**config.mk**
```make
export PLATFORM = sky130hd
export DESIGN_NAME = bus_mux_param
export DESIGN_NICKNAME = d
export VERILOG_FILES = /design/src/rtl/bus_mux_param.sv
export SDC_FILE = /design/constraint.sdc
export NUM_CORES = 1
export LEC_CHECK = 0
export ABC_AREA = 1
export CAP_MARGIN = 25
export CORE_AREA = 2 2 324 326
export CTS_BUF_LIST = sky130_fd_sc_hd__clkbuf_4 sky130_fd_sc_hd__clkbuf_8 sky130_fd_sc_hd__clkbuf_16
export CTS_CLUSTER_SIZE = 25
export DETAILED_ROUTE_END_ITERATION = 8
export DIE_AREA = 0 0 326 328
export PLACE_DENSITY_LB_ADDON = 0.12
export SETUP_SLACK_MARGIN = 0.05
export SYNTH_ARGS = -nofsm -noshare
export SYNTH_HDL_FRONTEND = slang
export SYNTH_SLANG_ARGS = --single-unit
```
**constraint.sdc**
```tcl
create_clock -name clock -period 1.1 [get_ports clock]
set_input_delay 0.11 -clock clock [delete_from_list [all_inputs] [get_ports clock]]
set_output_delay 0.11 -clock clock [all_outputs]
set_load 0.01 [all_outputs]
```
**src/rtl/bus_mux_param.sv**
```systemverilog
// bus_mux_param: registered N_SRC-to-1 bus multiplexer.
// Exactly one enabled source loads the bus. When several sources are enabled,
// the lowest index wins and a conflict pulse plus a sticky flag are raised.
// Define BUS_MUX_CONFLICT_COUNT_EN to add a saturating 8-bit conflict counter
// on port conflict_count.
module bus_mux_param #(
  parameter int unsigned DATA_W = 32,
  parameter int unsigned N_SRC  = 24,
  localparam int unsigned SEL_W = (N_SRC > 1) ? $clog2(N_SRC) : 1
) (
  input  logic                    clock,
  input  logic                    clear,
  input  logic [N_SRC*DATA_W-1:0] src_data,
  input  logic [N_SRC-1:0]        src_out_en,
  input  logic                    conflict_clr,
  output logic [DATA_W-1:0]       bus_out,
  output logic [SEL_W-1:0]        bus_sel,
  output logic                    bus_valid,
  output logic                    conflict,
  output logic                    conflict_sticky
`ifdef BUS_MUX_CONFLICT_COUNT_EN
  ,
  output logic [7:0]              conflict_count
`endif
);

  logic              hit;
  logic              multi;
  logic [SEL_W-1:0]  win_sel;
  logic [DATA_W-1:0] win_data;

  logic [DATA_W-1:0] bus_d,      bus_q;
  logic [SEL_W-1:0]  sel_d,      sel_q;
  logic              valid_d,    valid_q;
  logic              conflict_d, conflict_q;
  logic              sticky_d,   sticky_q;

  // Fixed-priority select: the first enabled source scanning upward wins.
  always_comb begin
    hit      = 1'b0;
    win_sel  = '0;
    win_data = '0;
    for (int unsigned i = 0; i < N_SRC; i++) begin
      if (src_out_en[i] && !hit) begin
        hit      = 1'b1;
        win_sel  = SEL_W'(i);
        win_data = src_data[i*DATA_W +: DATA_W];
      end
    end
  end

  // More than one enable bit set: clearing the lowest set bit leaves a residue.
  always_comb begin
    multi = |(src_out_en & (src_out_en - N_SRC'(1)));
  end

  // Next-state: load on any enable, hold bus/select when idle; set beats clear.
  always_comb begin
    bus_d      = hit ? win_data : bus_q;
    sel_d      = hit ? win_sel  : sel_q;
    valid_d    = hit;
    conflict_d = multi;
    sticky_d   = multi | (sticky_q & ~conflict_clr);
  end

  // Output registers with asynchronous active-low clear.
  always_ff @(posedge clock or negedge clear) begin
    if (!clear) begin
      bus_q      <= '0;
      sel_q      <= '0;
      valid_q    <= 1'b0;
      conflict_q <= 1'b0;
      sticky_q   <= 1'b0;
    end else begin
      bus_q      <= bus_d;
      sel_q      <= sel_d;
      valid_q    <= valid_d;
      conflict_q <= conflict_d;
      sticky_q   <= sticky_d;
    end
  end

  assign bus_out         = bus_q;
  assign bus_sel         = sel_q;
  assign bus_valid       = valid_q;
  assign conflict        = conflict_q;
  assign conflict_sticky = sticky_q;

`ifdef BUS_MUX_CONFLICT_COUNT_EN
  logic [7:0] count_d, count_q;

  // Saturating conflict counter; a clear in a conflict cycle restarts at 1.
  always_comb begin
    count_d = count_q;
    if (conflict_clr) begin
      count_d = multi ? 8'd1 : 8'd0;
    end else if (multi && (count_q != 8'hFF)) begin
      count_d = count_q + 8'd1;
    end
  end

  // Counter register.
  always_ff @(posedge clock or negedge clear) begin
    if (!clear) begin
      count_q <= '0;
    end else begin
      count_q <= count_d;
    end
  end

  assign conflict_count = count_q;
`endif

endmodule

```
==> key figures, run 1 <==
Setup path
  • CP dominant cell by count: nor2_4
  • Critical path data required time: 1320 ps
  • RR Startpoint: bus_sel[3]
  • Worst Path Max Fanout: 6
  • Crit path largest cell delay: 200 ps
  • Crit Path Category: in2reg
  • Critical path startpoint category: input port
  • RR Endpoint: bus_sel[3]
  • R2R depth: 4
  • CP max stage cell: nor2_4
  • Arr. time, crit path: 2360 ps
  • FF-to-FF setup slack: 130 ps
  • CP cell instances: buf_2, buf_6, nor2_4, nand2_2, nor2_4, nand3_4, nor2_4, nand2_4, nor2_4, nand2_4, nor2_4, nand2_2, inv_4, nand2_4, nor2_8, buf_6, inv_6, or2_0, nand2_1, inv_1
  • Setup crit end kind: flip-flop

STA
  • Final Max Tran Viols: 0
  • Max frequency: 466 MHz
  • Hold Slack: 319 ps
  • Clock skew: 0 ps
  • Final setup fails: 41
  • Slew headroom: 62.9%
  • Worst Slack Setup Final: -1050 ps
  • Final hold violations: 0
  • Unrepaired setup endpoints after global routing: true
  • Worst slew pin tran: 551 ps
  • Fin crit share: 195%
  • Fin crit period: 2150 ps
  • Fin Setup TNS: -39,610 ps

Yosys
  • Unique masters post-synth: 39
  • Yosys top cell by area: nand2_1
  • Synth cell count leaders: 709 x nand2_1, 231 x nor2_1, 217 x inv_1
  • Mapped Area: 0.00893 mm²
  • Yosys reg bits: 40
  • Asr flop ratio synth: 100%
  • Mean Syn Cell Area: 4.92 µm²
  • Mapped Cells: 1,815
  • Synth area leaders: nand2_1 30%, dfrtp_1 11%, nor2_1 9.7%
  • Leading register cell type out of synthesis: dfrtp_1
  • Sequential area share after synthesis: 11.2%
  • Synth Net Count: 2,610
  • Yosys top cell area share: 29.8%
  • YS warnings: 0
  • Top-count cell post-synth: nand2_1
  • Post-synth EDFFs: 0

Routing
  • DRC: 0
  • Final wirelength: 93.9 mm
  • TritonRoute pass-1 iters: 5
  • Via Count: 15,351
  • Initial DRC count: 547
  • Via-to-Cell Ratio: 3.63
  • DR WL/cell: 22.2 µm
  • Routed Antenna Nets: 0

Placed design
  • Hpwl dp: 81.2 mm
  • IO Port Bufs: 834
  • GP Congestion: 0.854

Clocking
  • Clk_lat worst skew: 330 ps
  • CTS sink cnt: 40
  • Clock transition at path regs: 80 ps
  • H-tree Lvls: 2
  • Clock buffer depth: 2
  • CTS tree: built
  • Num CTS Buffers: 5
  • Clock root cell: clkbuf_16

Global route
  • First-pass GRT wire length: 126 mm
  • Antenna violations before repair: 26
  • Global router's overall resource usage: 16.6%
  • Number of global-route vias before repair: 16,187
  • Total grt overflow: 0
  • Largest net degree at the start of global routing: 41

Floorplan
  • Die X: 326 µm
  • Initial core utilization: 8.65%
  • Die height: 328 µm
  • IO Count: 835
  • Site row count: 118
  • Core region area: 0.103 mm²
  • Die Area: 0.107 mm²

Power and ir drop
  • Power Dens Cells: 408 mW/mm²
  • Total power: 9.16 mW
  • P_leak: 9.90 nW
  • Max VDD drop: 0.639 mV

Final layout
  • Layout cell share with drive strength beyond 1: 21.2%
  • Final Util: 21.7%
  • Synth-to-Final Area Change: 151%
  • NumNets Final: 3,633

Worst hold path
  • Worst hold path class: in2async

Job
  • Number of max-cap violations: 0

Status
  • Failing checks: negative setup slack
  • Status: complete, but fails checks
[cell type report]
type                            instances  area, µm²
Sequential cell                        40       1000
Inverter                              223        878
Antenna cell                            9       22.5
Clock buffer                            6        139
Multi-Input combinational cell       1449       7330
Clock inverter                          2       10.0
Timing Repair inverter                  1       8.76
Tap cell                             1380       1730
Timing Repair Buffer                 1118      11300
Fill cell                           11854      80800
[critical path: cells and delay by family]
family,cells,cell delay (ps)
and+or+nand+nor,14,1690
buffers and inverters,6,550
[flip-flops by register name (all words and copies together), names as in the netlist]
signal / cells
bus_valid: 1
conflict: 1
conflict_sticky: 1
bus_sel: 5
bus_out: 32
[how the worst max path moves through the flow]
stage | slack (ps) | end | startpoint | depth (start not counted)
CTS | -1060 | bus_out[10] | src_out_en[0] | 20
finish | -1050 | bus_out[12] | src_out_en[4] | 20
detailed placement | -2050 | bus_out[11] | src_out_en[1] | 21
global placement | -2040 | bus_out[11] | src_out_en[1] | 21
floorplan | -920 | bus_out[12] | src_out_en[0] | 18
global route | -1200 | bus_out[9] | src_out_en[1] | 23
[placed cells by master (no fill, tap or decap), types with 3 or more instances in the layout]
cell type	count
nor2_2	17
dfrtp_1	37
nor2_4	25
a221oi_1	20
nand4_1	106
nand2_2	52
nand2_4	12
diode_2	9
nand2_1	649
o211ai_1	13
a22o_1	10
nand3_4	5
inv_1	206
clkdlybuf4s50_1	777
a21oi_1	51
buf_12	61
a21oi_2	4
nor2_1	197
nand3_2	17
buf_4	184
dlygate4sd2_1	4
dfrtp_2	3
nor3_1	6
nand3_1	93
a211oi_1	3
inv_4	3
nor3_2	3
clkbuf_16	10
or2_0	3
a22oi_2	3
buf_6	39
or2_2	85
inv_2	8
buf_2	37
buf_8	3
o21ai_0	37
a22oi_1	15
[stage by stage]
stage	std cells	setup slack, ps	cell area, µm²
finish	4228	-1050	22400
global route	4222	-1200	22400
CTS	4201	-1060	21900
detailed placement	4160	-2050	21100
global placement	4160	-2040	21100
floorplan	1815	-924	8990
[kinds of logic after synthesis]
logic type | Yosys count | synth area share [%]
AO/OA/AOI/OAI | 168 | 12.0
buffers and inverters | 326 | 14.2
flip-flops | 40 | 11.2
AND/OR/NAND/NOR | 1281 | 62.6
[metal layers]
metal	up-vias	part of all wire, %	GRT usage [%]
met3	54	5.2	3.61
li1	7825	-	-
met5	-	0.19	0
met2	410	52	30.5
met4	26	0.94	2.21
met1	7036	42	20.1
[where the power goes]
part | total, mW | switching [mW] | internal (mW)
Combinational | 5.69 | 2.22 | 3.47
Clock | 1.76 | 0.851 | 0.904
Sequential | 1.71 | 0.103 | 1.60
Total | 9.16 | 3.18 | 5.98
[timing repair]
item | in CTS | in global routing
hold endpoints to repair | 40 | 0
setup buffers | 30 | 13
pin swaps | 47 | 52
cloned | 2 | 7
hold buffers | 1 | 0
resized for setup | 331 | 98
setup endpoints to repair | 76 | 44
Note: power is estimated with default switching activity, not from simulation.
==> run 2, diff against run 1 <==
--- a/config.mk
+++ b/config.mk
@@ -12,6 +12,7 @@
 export CTS_CLUSTER_SIZE = 25
 export DETAILED_ROUTE_END_ITERATION = 8
 export DIE_AREA = 0 0 326 328
+export GPL_ROUTABILITY_DRIVEN = 0
 export PLACE_DENSITY_LB_ADDON = 0.12
 export SETUP_SLACK_MARGIN = 0.05
 export SYNTH_ARGS = -nofsm -noshare
==> results of run 2 <==
Final layout, timing and power as in run 1 (identical DEF).
